<file path="src/rtl/sr_register_bank.sv">
// sr_register_bank: clocked bank of WIDTH independent SR flag cells.
// The S=R=1 case is resolved at run time by MODE (hold/set/reset/toggle).
// Conflicts while enabled are flagged per channel for one cycle, and they
// feed a saturating event counter and a sticky error flag.
// Every output is registered, so no input reaches an output combinationally.
module sr_register_bank #(
  parameter int               WIDTH   = 4,
  parameter int               CNT_W   = 8,
  parameter logic [WIDTH-1:0] RST_VAL = {WIDTH{1'b0}}
) (
  input  logic             CLK,
  input  logic             RST,
  input  logic             EN,
  input  logic [1:0]       MODE,
  input  logic [WIDTH-1:0] S,
  input  logic [WIDTH-1:0] R,
  input  logic             CLR_ERR,
  output logic [WIDTH-1:0] Q,
  output logic [WIDTH-1:0] QN,
  output logic [WIDTH-1:0] CONFLICT,
  output logic             ERR_STICKY,
  output logic [CNT_W-1:0] ERR_CNT
);

  localparam logic [1:0] MODE_HOLD  = 2'b00;
  localparam logic [1:0] MODE_SET   = 2'b01;
  localparam logic [1:0] MODE_RESET = 2'b10;

  logic [WIDTH-1:0] q_reg;
  logic [WIDTH-1:0] qn_reg;
  logic [WIDTH-1:0] conflict_reg;
  logic             sticky_reg;
  logic [CNT_W-1:0] cnt_reg;

  logic [WIDTH-1:0] q_next;
  logic [WIDTH-1:0] both_next;
  logic             ev;
  logic             cnt_sat;

  // Channels that request set and reset at the same time. Requests made
  // while the bank is disabled are not conflicts at all.
  assign both_next = EN ? (S & R) : {WIDTH{1'b0}};

  // One event per cycle, however many channels collide in it.
  assign ev      = |both_next;
  assign cnt_sat = &cnt_reg;

  // Per-channel next state. MODE only matters when S and R are both high.
  generate
    for (genvar gi = 0; gi < WIDTH; gi++) begin : g_chan
      logic both_val;
      assign both_val = (MODE == MODE_HOLD)  ? q_reg[gi] :
                        (MODE == MODE_SET)   ? 1'b1 :
                        (MODE == MODE_RESET) ? 1'b0 :
                                               ~q_reg[gi];
      assign q_next[gi] = !EN                  ? q_reg[gi] :
                          (S[gi] && R[gi])     ? both_val :
                          S[gi]                ? 1'b1 :
                          R[gi]                ? 1'b0 :
                                                 q_reg[gi];
    end
  endgenerate

  // Channel state, its complement and the one-cycle conflict flags.
  // QN is loaded from the same next value as Q so the two never diverge.
  always_ff @(posedge CLK) begin
    if (RST) begin
      q_reg        <= RST_VAL;
      qn_reg       <= ~RST_VAL;
      conflict_reg <= {WIDTH{1'b0}};
    end else begin
      q_reg        <= q_next;
      qn_reg       <= ~q_next;
      conflict_reg <= both_next;
    end
  end

  // Error counter and sticky flag. A clear that lands on the same edge as
  // an event restarts the count at 1 so that event is still recorded.
  always_ff @(posedge CLK) begin
    if (RST) begin
      cnt_reg    <= {CNT_W{1'b0}};
      sticky_reg <= 1'b0;
    end else if (CLR_ERR && ev) begin
      cnt_reg    <= {{(CNT_W-1){1'b0}}, 1'b1};
      sticky_reg <= 1'b1;
    end else if (CLR_ERR) begin
      cnt_reg    <= {CNT_W{1'b0}};
      sticky_reg <= 1'b0;
    end else if (ev) begin
      cnt_reg    <= cnt_sat ? cnt_reg : cnt_reg + 1'b1;
      sticky_reg <= 1'b1;
    end
  end

  assign Q          = q_reg;
  assign QN         = qn_reg;
  assign CONFLICT   = conflict_reg;
  assign ERR_STICKY = sticky_reg;
  assign ERR_CNT    = cnt_reg;

endmodule

</file>
<file path="config.mk">
export PLATFORM = sky130hd
export DESIGN_NAME = sr_register_bank
export DESIGN_NICKNAME = d
export VERILOG_FILES = /design/src/rtl/sr_register_bank.sv
export SDC_FILE = /design/constraint.sdc
export NUM_CORES = 1
export LEC_CHECK = 0
export ABC_AREA = 1
export CORE_AREA = 2 2 51 53
export DETAILED_ROUTE_END_ITERATION = 16
export DIE_AREA = 0 0 53 55
export PLACE_DENSITY_LB_ADDON = 0.05
export SETUP_SLACK_MARGIN = 0.1
export SLEW_MARGIN = 20
export SYNTH_ARGS = -nofsm -noshare
export SYNTH_HDL_FRONTEND = slang
export SYNTH_SLANG_ARGS = --single-unit
export TNS_END_PERCENT = 1
</file>
<file path="constraint.sdc">
create_clock -name CLK -period 2.2 [get_ports CLK]
set_input_delay 0.44 -clock CLK [delete_from_list [all_inputs] [get_ports CLK]]
set_output_delay 0.44 -clock CLK [all_outputs]
set_load 0.02 [all_outputs]
</file>
==> results of run 1 <==
[sequential cells by signal, summed over array words and instances, names as in the netlist]
signal,count
Q,4
ERR_STICKY,1
QN,4
ERR_CNT,8
CONFLICT,4
[per-layer routing]
| metal | global-route usage [%] | part of all wire, % | up-vias | routed length [um] |
|---|---|---|---|---|
| li1 | - | - | 538 | - |
| met4 | 7.692 | 1.4 | 0 | 31 |
| met1 | 20.07 | 44 | 484 | 980 |
| met2 | 32.08 | 50 | 26 | 1120 |
| met5 | 0 | 0 | - | 0 |
| met3 | 3.226 | 4.2 | 5 | 93 |
[layout make-up]
cell class | instances | area, um2
clock inverter | 1 | 5.005
clock buffer | 3 | 22.52
fill | 233 | 928.4
sequential | 21 | 420.4
multi-input combinational | 102 | 528.0
inverter | 20 | 75.07
timing repair buffer | 35 | 347.8
tap | 30 | 37.54
[metrics by stage]
| stage | instance area [um2] | worst slack, ns | power (mW) | std cells | hold slack (ns) |
|---|---|---|---|---|---|
| after floorplan | 1035 | 0.8248 | 0.4829 | 144 | 0.5124 |
| after global placement | 1409 | 0.2899 | 0.5556 | 208 | 0.4819 |
| after detailed placement | 1409 | 0.2271 | 0.5569 | 208 | 0.4655 |
| after CTS | 1436 | 0.3426 | 0.7366 | 212 | 0.4950 |
| after global routing | 1436 | 0.2739 | 0.7695 | 212 | 0.5225 |
| final | 1436 | 0.3538 | 0.7272 | 212 | 0.4857 |
[how the worst min path moves through the flow]
stage,endpoint,depth (start not counted)
detailed placement,ERR_STICKY,2
global placement,ERR_STICKY,2
floorplan,CONFLICT[0],1
finish,ERR_STICKY,2
CTS,ERR_STICKY,2
global route,ERR_STICKY,2
[cell usage after synthesis]
library cell | instances | share of area [%]
sky130_fd_sc_hd__o21ai_0 | 7 | 3.4
sky130_fd_sc_hd__a21oi_1 | 7 | 3.4
sky130_fd_sc_hd__nor3_1 | 1 | 0.48
sky130_fd_sc_hd__xor2_1 | 1 | 0.85
sky130_fd_sc_hd__inv_1 | 20 | 7.3
sky130_fd_sc_hd__nor2_4 | 1 | 1.1
sky130_fd_sc_hd__ha_1 | 1 | 1.2
sky130_fd_sc_hd__nand3_4 | 3 | 5.1
sky130_fd_sc_hd__nor2_2 | 2 | 1.2
sky130_fd_sc_hd__o21ai_4 | 1 | 1.6
sky130_fd_sc_hd__nand2_2 | 1 | 0.60
sky130_fd_sc_hd__nand3_1 | 9 | 4.4
sky130_fd_sc_hd__nand4_1 | 3 | 1.8
sky130_fd_sc_hd__buf_6 | 1 | 1.1
sky130_fd_sc_hd__nand2_1 | 40 | 15
sky130_fd_sc_hd__a31oi_1 | 4 | 2.4
sky130_fd_sc_hd__nand3b_1 | 2 | 1.5
sky130_fd_sc_hd__nor2_1 | 18 | 6.5
sky130_fd_sc_hd__nand2_4 | 1 | 1.1
sky130_fd_sc_hd__dfxtp_1 | 21 | 41
[cells in the final DEF (no fill, tap or decap)]
cell	synthesis	final
sky130_fd_sc_hd__nand2_1	40	40
sky130_fd_sc_hd__clkdlybuf4s50_1	0	34
sky130_fd_sc_hd__dfxtp_1	21	21
sky130_fd_sc_hd__inv_1	20	20
sky130_fd_sc_hd__nor2_1	18	18
sky130_fd_sc_hd__nand3_1	9	9
sky130_fd_sc_hd__a21oi_1	7	7
sky130_fd_sc_hd__o21ai_0	7	7
sky130_fd_sc_hd__a31oi_1	4	4
sky130_fd_sc_hd__nand3_4	3	3
sky130_fd_sc_hd__nand4_1	3	3
sky130_fd_sc_hd__clkbuf_4	0	3
sky130_fd_sc_hd__nor2_2	2	2
sky130_fd_sc_hd__nand3b_1	2	2
sky130_fd_sc_hd__nor3_1	1	1
sky130_fd_sc_hd__nand2_4	1	1
sky130_fd_sc_hd__nand2_2	1	1
sky130_fd_sc_hd__nor2_4	1	1
sky130_fd_sc_hd__o21ai_4	1	1
sky130_fd_sc_hd__xor2_1	1	1
sky130_fd_sc_hd__ha_1	1	1
sky130_fd_sc_hd__clkinv_2	0	1
sky130_fd_sc_hd__buf_4	0	1
[logic make-up after synthesis]
family                   Yosys count
buffers and inverters             21
adder cells (fa/ha/maj)            1
AO/OA/AOI/OAI                     19
XOR/XNOR                           1
AND/OR/NAND/NOR                   81
flip-flops                        21
[power by group through the flow]
| stage | Clock [mW] | Combinational [mW] | Sequential, mW |
|---|---|---|---|
| after CTS | 0.188 | 0.144 | 0.405 |
| after global routing | 0.207 | 0.156 | 0.407 |
| after global placement | 0 | 0.142 | 0.413 |
| after detailed placement | 0 | 0.143 | 0.414 |
| final | 0.180 | 0.143 | 0.405 |
| after floorplan | 0 | 0.0509 | 0.432 |
==> metrics.txt, run 1 <==
# TYPE chip_impl_metric gauge
chip_impl_metric{name="worst_ir_drop_vdd",unit="V"} 0.0003721
chip_impl_metric{name="floorplan.die_area",unit="mm2"} 0.002915
chip_impl_metric{name="worst-r2r-cell-count",unit=""} 7
chip_impl_info{name="critical_path.endpoint_type",value="primary output"} 1
chip_impl_metric{name="min_period_over_period",unit="%"} 83.92
chip_impl_metric{name="combinationalPowerShare",unit="%"} 19.7
chip_impl_info{name="rr_startpoint",value="ERR_CNT[1]"} 1
chip_impl_info{name="rsz0062_at_grt",value="no"} 1
chip_impl_info{name="hold_start",value="ERR_STICKY"} 1
chip_impl_metric{name="grt_antenna_before_repair",unit=""} 0
chip_impl_metric{name="cts_setup_buffers",unit=""} 0
chip_impl_metric{name="timing.critical_path.slowest_cell_delay",unit="ns"} 0.65
chip_impl_metric{name="yosys_register_bits",unit=""} 21
chip_impl_metric{name="yosys.cell_types.count",unit=""} 20
chip_impl_metric{name="synth_area_in_xor_xnor",unit="%"} 0.8464
chip_impl_info{name="worstSetupStartpoint",value="ERR_CNT[5]"} 1
chip_impl_info{name="critPathCapture",value="ERR_CNT[5]"} 1
chip_impl_metric{name="fp.coreArea",unit="mm2"} 0.002365
chip_impl_info{name="critical_path.top_delay_family",value="buffers and inverters"} 1
chip_impl_metric{name="post_synth_inst_count",unit=""} 144
chip_impl_metric{name="worst_ep_required_time",unit="ns"} 1.76
chip_impl_metric{name="p_switching",unit="mW"} 0.1963
chip_impl_metric{name="io_pins",unit=""} 35
chip_impl_metric{name="maxClockFrequency",unit="GHz"} 0.5417
chip_impl_metric{name="syn-mean-instance-area",unit="um2"} 7.186
chip_impl_metric{name="cts-hold-fix-buffers",unit=""} 0
chip_impl_metric{name="utilization",unit="%"} 60.74
chip_impl_metric{name="static-leakage-power",unit="nW"} 0.6021
chip_impl_metric{name="routed_wl",unit="um"} 2226
chip_impl_metric{name="dr.first_iter.drc_count",unit=""} 18
chip_impl_metric{name="clkLatencyLatePin",unit="ns"} 0.30
chip_impl_metric{name="layout_min_cycle_time",unit="ns"} 1.846
chip_impl_metric{name="power_density",unit="mW/mm2"} 506.3
chip_impl_metric{name="synth_simple_gate_area_share",unit="%"} 38.21
chip_impl_metric{name="power.sequential.fraction",unit="%"} 55.6
chip_impl_info{name="tritoncts",value="built"} 1
chip_impl_info{name="worst_setup_start_kind",value="flip-flop"} 1
chip_impl_metric{name="drt_pass1_iterations",unit=""} 4
chip_impl_metric{name="route.detailed.wl_per_inst",unit="um"} 10.50
chip_impl_metric{name="dpl.hpwl",unit="um"} 1804
chip_impl_metric{name="vias_in_the_first_global_route",unit=""} 955
chip_impl_metric{name="dieWidth",unit="um"} 53
chip_impl_metric{name="portion_of_the_post_synthesis_area_used_by_sequential_elements",unit="%"} 40.63
chip_impl_metric{name="fin_nets",unit=""} 198
chip_impl_metric{name="p_int",unit="mW"} 0.5310
chip_impl_metric{name="vert_die_dim",unit="um"} 55
chip_impl_metric{name="cp.depth",unit=""} 1
chip_impl_info{name="critical_path.cell_chain",value="clkdlybuf4s50_1"} 1
chip_impl_metric{name="power.share.clock",unit="%"} 24.7
chip_impl_metric{name="synth_fa_ha_area_share",unit="%"} 1.209
chip_impl_metric{name="globalRouteOverflowTotal",unit=""} 0
chip_impl_metric{name="flow.area_growth_from_synthesis",unit="%"} 38.82
chip_impl_metric{name="cts_buffers",unit=""} 3
chip_impl_metric{name="maximum_number_of_pins_on_one_net_before_global_route_repair",unit=""} 13
chip_impl_metric{name="power.share.switching",unit="%"} 26.99
chip_impl_metric{name="critical_path_arrival",unit="ns"} 1.41
chip_impl_metric{name="cts_num_sinks",unit=""} 21
chip_impl_metric{name="cts_resized",unit=""} 0
chip_impl_metric{name="antenna-diode-count",unit=""} 0
chip_impl_metric{name="clkSlewWorstSetupHoldPaths",unit="ns"} 0.12
chip_impl_metric{name="final.setup.tns",unit="ns"} 0
chip_impl_metric{name="clock_skew",unit="ns"} 0.01058
chip_impl_info{name="status",value="finished, final reports clean"} 1
chip_impl_metric{name="yosys-mux-area-fraction",unit="%"} 0
chip_impl_metric{name="port_buffers",unit=""} 34
chip_impl_metric{name="route.detailed.drc",unit=""} 0
chip_impl_metric{name="global_route.usage.total",unit="%"} 17.56
chip_impl_metric{name="max_slew_headroom",unit="%"} 77.39
chip_impl_metric{name="slew_viol_final",unit=""} 0
chip_impl_metric{name="synthesis.area",unit="mm2"} 0.001035
chip_impl_metric{name="via_per_instance_ratio",unit=""} 4.967
chip_impl_metric{name="grt_first_pass_wirelength",unit="um"} 3753
chip_impl_metric{name="num_rows",unit=""} 18
chip_impl_info{name="crit_path_slowest_cell",value="sky130_fd_sc_hd__clkdlybuf4s50_1"} 1
chip_impl_metric{name="r2r_setup_slack",unit="ns"} 0.78
chip_impl_metric{name="route.vias.total",unit=""} 1053
chip_impl_metric{name="synth-compound-area-share",unit="%"} 10.76
chip_impl_metric{name="peak_fanout_along_the_critical_path",unit=""} 8
chip_impl_metric{name="final_weighted_congestion_in_routability_driven_placement",unit=""} 0.7898
chip_impl_metric{name="maximum_capacitance_violations",unit=""} 0
chip_impl_info{name="timing.setup.critical_path_class",value="reg -> out"} 1
chip_impl_info{name="synth_top_family_by_area",value="simple AND/OR/NAND/NOR gates"} 1
chip_impl_metric{name="maximum_clock_path_buffer_count",unit=""} 2
chip_impl_info{name="ctsRootBufferMaster",value="sky130_fd_sc_hd__clkbuf_4"} 1
chip_impl_info{name="min_path_type",value="reg -> reg"} 1
chip_impl_metric{name="setup_violations",unit=""} 0
chip_impl_metric{name="start_util",unit="%"} 43.76
chip_impl_metric{name="drive_above_1_share",unit="%"} 7.692
chip_impl_metric{name="synth_fp_nets",unit=""} 159
chip_impl_metric{name="timing_hold_violations_final",unit=""} 0
chip_impl_metric{name="critical_path_buf_inv_count",unit=""} 1
chip_impl_metric{name="antenna_violating_nets_post_route",unit=""} 0
chip_impl_metric{name="worst-slew-pin-transition",unit="ns"} 0.3382
chip_impl_metric{name="ys_warn_count",unit=""} 0
chip_impl_metric{name="htree_num_levels",unit=""} 1
chip_impl_info{name="timing.rr.end",value="ERR_CNT[6]"} 1
No activity file was read; power rests on OpenSTA's default activity.
==> run 2: changes to the inputs <==
--- a/config.mk
+++ b/config.mk
@@ -6,9 +6,9 @@
 export NUM_CORES = 1
 export LEC_CHECK = 0
 export ABC_AREA = 1
-export CORE_AREA = 2 2 51 53
+export CORE_AREA = 2 2 52 54
 export DETAILED_ROUTE_END_ITERATION = 16
-export DIE_AREA = 0 0 53 55
+export DIE_AREA = 0 0 54 56
 export PLACE_DENSITY_LB_ADDON = 0.05
 export SETUP_SLACK_MARGIN = 0.1
 export SLEW_MARGIN = 20
==> constraint.sdc (replaced) <==
create_clock -name CLK -period 1.92 [get_ports CLK]
set_input_delay 0.384 -clock CLK [delete_from_list [all_inputs] [get_ports CLK]]
set_output_delay 0.384 -clock CLK [all_outputs]
set_load 0.02 [all_outputs]
==> metrics.txt, run 2 (synthesis gave the netlist of run 1 again) <==
# TYPE chip_impl_metric gauge
chip_impl_info{name="status",value="finished, final reports clean"} 1
chip_impl_metric{name="slew_viol_final",unit=""} 0
chip_impl_info{name="tritoncts",value="built"} 1
chip_impl_metric{name="port_buffers",unit=""} 34
chip_impl_info{name="hold_start",value="ERR_STICKY"} 1
chip_impl_info{name="critical_path.top_delay_family",value="buffers and inverters"} 1
chip_impl_metric{name="fin_nets",unit=""} 199
chip_impl_info{name="rsz0062_at_grt",value="yes"} 1
chip_impl_metric{name="dpl.hpwl",unit="um"} 1880
chip_impl_metric{name="via_per_instance_ratio",unit=""} 4.812
chip_impl_metric{name="dr.first_iter.drc_count",unit=""} 21
chip_impl_info{name="rr_startpoint",value="ERR_CNT[0]"} 1
chip_impl_metric{name="route.detailed.drc",unit=""} 0
chip_impl_metric{name="grt_antenna_before_repair",unit=""} 0
chip_impl_metric{name="cts_buffers",unit=""} 3
chip_impl_metric{name="combinationalPowerShare",unit="%"} 19.6
chip_impl_metric{name="worst_hold_slack",unit="ns"} 0.4797
chip_impl_metric{name="min_delay_path_depth",unit=""} 2
chip_impl_metric{name="clkLatencyLatePin",unit="ns"} 0.31
chip_impl_info{name="crit_path_slowest_cell",value="sky130_fd_sc_hd__clkdlybuf4s50_1"} 1
chip_impl_metric{name="power.share.clock",unit="%"} 25.4
chip_impl_metric{name="final_weighted_congestion_in_routability_driven_placement",unit=""} 0.7890
chip_impl_metric{name="dpl-instance-area",unit="mm2"} 0.001416
chip_impl_info{name="min_delay_worst_endpoint",value="ERR_STICKY"} 1
chip_impl_metric{name="vias_in_the_first_global_route",unit=""} 943
chip_impl_metric{name="route.detailed.wl_per_inst",unit="um"} 10.75
chip_impl_metric{name="maxClockFrequency",unit="GHz"} 0.5589
chip_impl_metric{name="critical_path_buf_inv_count",unit=""} 1
chip_impl_metric{name="power.share.switching",unit="%"} 27.21
chip_impl_metric{name="maximum_number_of_pins_on_one_net_before_global_route_repair",unit=""} 12
chip_impl_metric{name="global_route.usage.total",unit="%"} 16.60
chip_impl_metric{name="route.vias.total",unit=""} 1025
chip_impl_metric{name="antenna_violating_nets_post_route",unit=""} 0
chip_impl_info{name="ctsRootBufferMaster",value="sky130_fd_sc_hd__clkbuf_4"} 1
chip_impl_metric{name="setup_violations",unit=""} 0
chip_impl_metric{name="worst-slew-pin-transition",unit="ns"} 0.2347
chip_impl_metric{name="drive_above_1_share",unit="%"} 7.650
chip_impl_metric{name="fp.coreArea",unit="mm2"} 0.002432
chip_impl_metric{name="vert_die_dim",unit="um"} 56
chip_impl_metric{name="antenna-diode-count",unit=""} 0
chip_impl_metric{name="timing_hold_violations_final",unit=""} 0
chip_impl_metric{name="worst-r2r-cell-count",unit=""} 7
chip_impl_metric{name="utilization",unit="%"} 59.41
chip_impl_metric{name="worst_ir_drop_vdd",unit="V"} 0.0005113
chip_impl_metric{name="floorplan.die_area",unit="mm2"} 0.003024
chip_impl_metric{name="grt_first_pass_wirelength",unit="um"} 3788
chip_impl_metric{name="cts_num_sinks",unit=""} 21
chip_impl_metric{name="peak_fanout_along_the_critical_path",unit=""} 6
chip_impl_metric{name="p_switching",unit="mW"} 0.2293
chip_impl_info{name="mostFrequentLayoutCells",value="sky130_fd_sc_hd__nand2_1 (40), sky130_fd_sc_hd__clkdlybuf4s50_1 (33), sky130_fd_sc_hd__dfxtp_1 (21)"} 1
chip_impl_metric{name="io_pins",unit=""} 35
chip_impl_metric{name="maximum_capacitance_violations",unit=""} 0
chip_impl_metric{name="drt_pass1_iterations",unit=""} 4
chip_impl_metric{name="fin_area",unit="mm2"} 0.001445
chip_impl_metric{name="r2r_setup_slack",unit="ns"} 0.54
chip_impl_metric{name="power_density",unit="mW/mm2"} 583.1
chip_impl_metric{name="final.setup.tns",unit="ns"} 0
chip_impl_info{name="timing.rr.end",value="ERR_CNT[5]"} 1
chip_impl_metric{name="clkSlewWorstSetupHoldPaths",unit="ns"} 0.11
chip_impl_metric{name="routed_wl",unit="um"} 2289
chip_impl_metric{name="static-leakage-power",unit="nW"} 0.6229
chip_impl_metric{name="num_rows",unit=""} 18
chip_impl_metric{name="max_slew_headroom",unit="%"} 84.23
chip_impl_metric{name="maximum_clock_path_buffer_count",unit=""} 2
chip_impl_metric{name="globalRouteOverflowTotal",unit=""} 0
chip_impl_metric{name="dieWidth",unit="um"} 54
chip_impl_info{name="critical_path.cell_chain",value="clkdlybuf4s50_1"} 1
chip_impl_metric{name="largest_register_ffs",unit=""} 8
chip_impl_info{name="timing.setup.critical_path_class",value="reg -> out"} 1
chip_impl_info{name="critical_path.endpoint_type",value="primary output"} 1
chip_impl_metric{name="layout_min_cycle_time",unit="ns"} 1.789
chip_impl_metric{name="clock_skew",unit="ns"} 0.002016
chip_impl_metric{name="timing.critical_path.slowest_cell_delay",unit="ns"} 0.64
chip_impl_metric{name="worst_ep_required_time",unit="ns"} 1.54
chip_impl_metric{name="start_util",unit="%"} 42.54
chip_impl_metric{name="min_period_over_period",unit="%"} 93.19
chip_impl_metric{name="power.sequential.fraction",unit="%"} 55.0
chip_impl_info{name="worst_setup_start_kind",value="flip-flop"} 1
chip_impl_metric{name="flow.area_growth_from_synthesis",unit="%"} 39.66
chip_impl_metric{name="p_int",unit="mW"} 0.6134
chip_impl_info{name="layout.cells.most_common",value="sky130_fd_sc_hd__nand2_1"} 1
chip_impl_metric{name="htree_num_levels",unit=""} 1
chip_impl_metric{name="critical_path_arrival",unit="ns"} 1.41
chip_impl_info{name="min_path_type",value="reg -> reg"} 1
==> run 2: changes by cell type in the layout (fill, tap and decap cells not counted) <==
cell and change:
sky130_fd_sc_hd__buf_4 +1, sky130_fd_sc_hd__clkbuf_1 +1, sky130_fd_sc_hd__clkdlybuf4s50_1 -1, sky130_fd_sc_hd__clkinv_2 -1, sky130_fd_sc_hd__dlymetal6s2s_1 +1
==> run 2: power groups by stage <==
| stage | Sequential (mW) | Combinational (mW) | Clock [mW] |
|---|---|---|---|
| finish | 0.463 | 0.165 | 0.214 |
| global route | 0.466 | 0.181 | 0.240 |
| CTS | 0.464 | 0.168 | 0.222 |
| detailed placement | 0.474 | 0.167 | 0 |
| global placement | 0.473 | 0.165 | 0 |
| floorplan | 0.495 | 0.0583 | 0 |
==> run 2: cell type report <==
type | instances | area, um2
Multi-Input combinational cell | 102 | 528.0
Clock buffer | 4 | 26.28
Inverter | 20 | 75.07
Tap cell | 30 | 37.54
Timing Repair Buffer | 36 | 357.8
Fill cell | 237 | 987.2
Sequential cell | 21 | 420.4
==> run 2: timing repair <==
item,CTS,global route
hold buffers,0,0
setup endpoints to repair,0,4
resized for setup,0,1
buffers inserted,0,0
hold endpoints to repair,0,0
==> run 2: per-layer routing <==
metal	track usage [%]	share of wire [%]	vias to the layer above
met5	0	0	-
met4	7.500	2.1	0
met3	2.957	4.0	5
met2	29.97	51	27
met1	17.83	43	457
li1	-	-	536
==> run 2: worst max path at each step <==
stage                          start          to  slack [ns]  cells past startpoint
after floorplan           ERR_CNT[1]  ERR_CNT[5]        0.54                      7
after global placement            EN  ERR_CNT[7]        0.19                      7
after detailed placement          EN  ERR_CNT[5]        0.14                      7
after CTS                 ERR_CNT[2]  ERR_CNT[2]        0.11                      1
after global routing      ERR_CNT[2]  ERR_CNT[2]        0.06                      1
final                     ERR_CNT[2]  ERR_CNT[2]        0.13                      1
==> run 2: through the flow <==
step | total power, mW | worst slack [ns] | std cells
6_report | 0.8427 | 0.1308 | 213
5_1_grt | 0.8874 | 0.05714 | 213
4_1_cts | 0.8531 | 0.1106 | 213
3_5_place_dp | 0.6402 | 0.1418 | 209
3_3_place_gp | 0.6382 | 0.1933 | 209
2_1_floorplan | 0.5533 | 0.5448 | 144
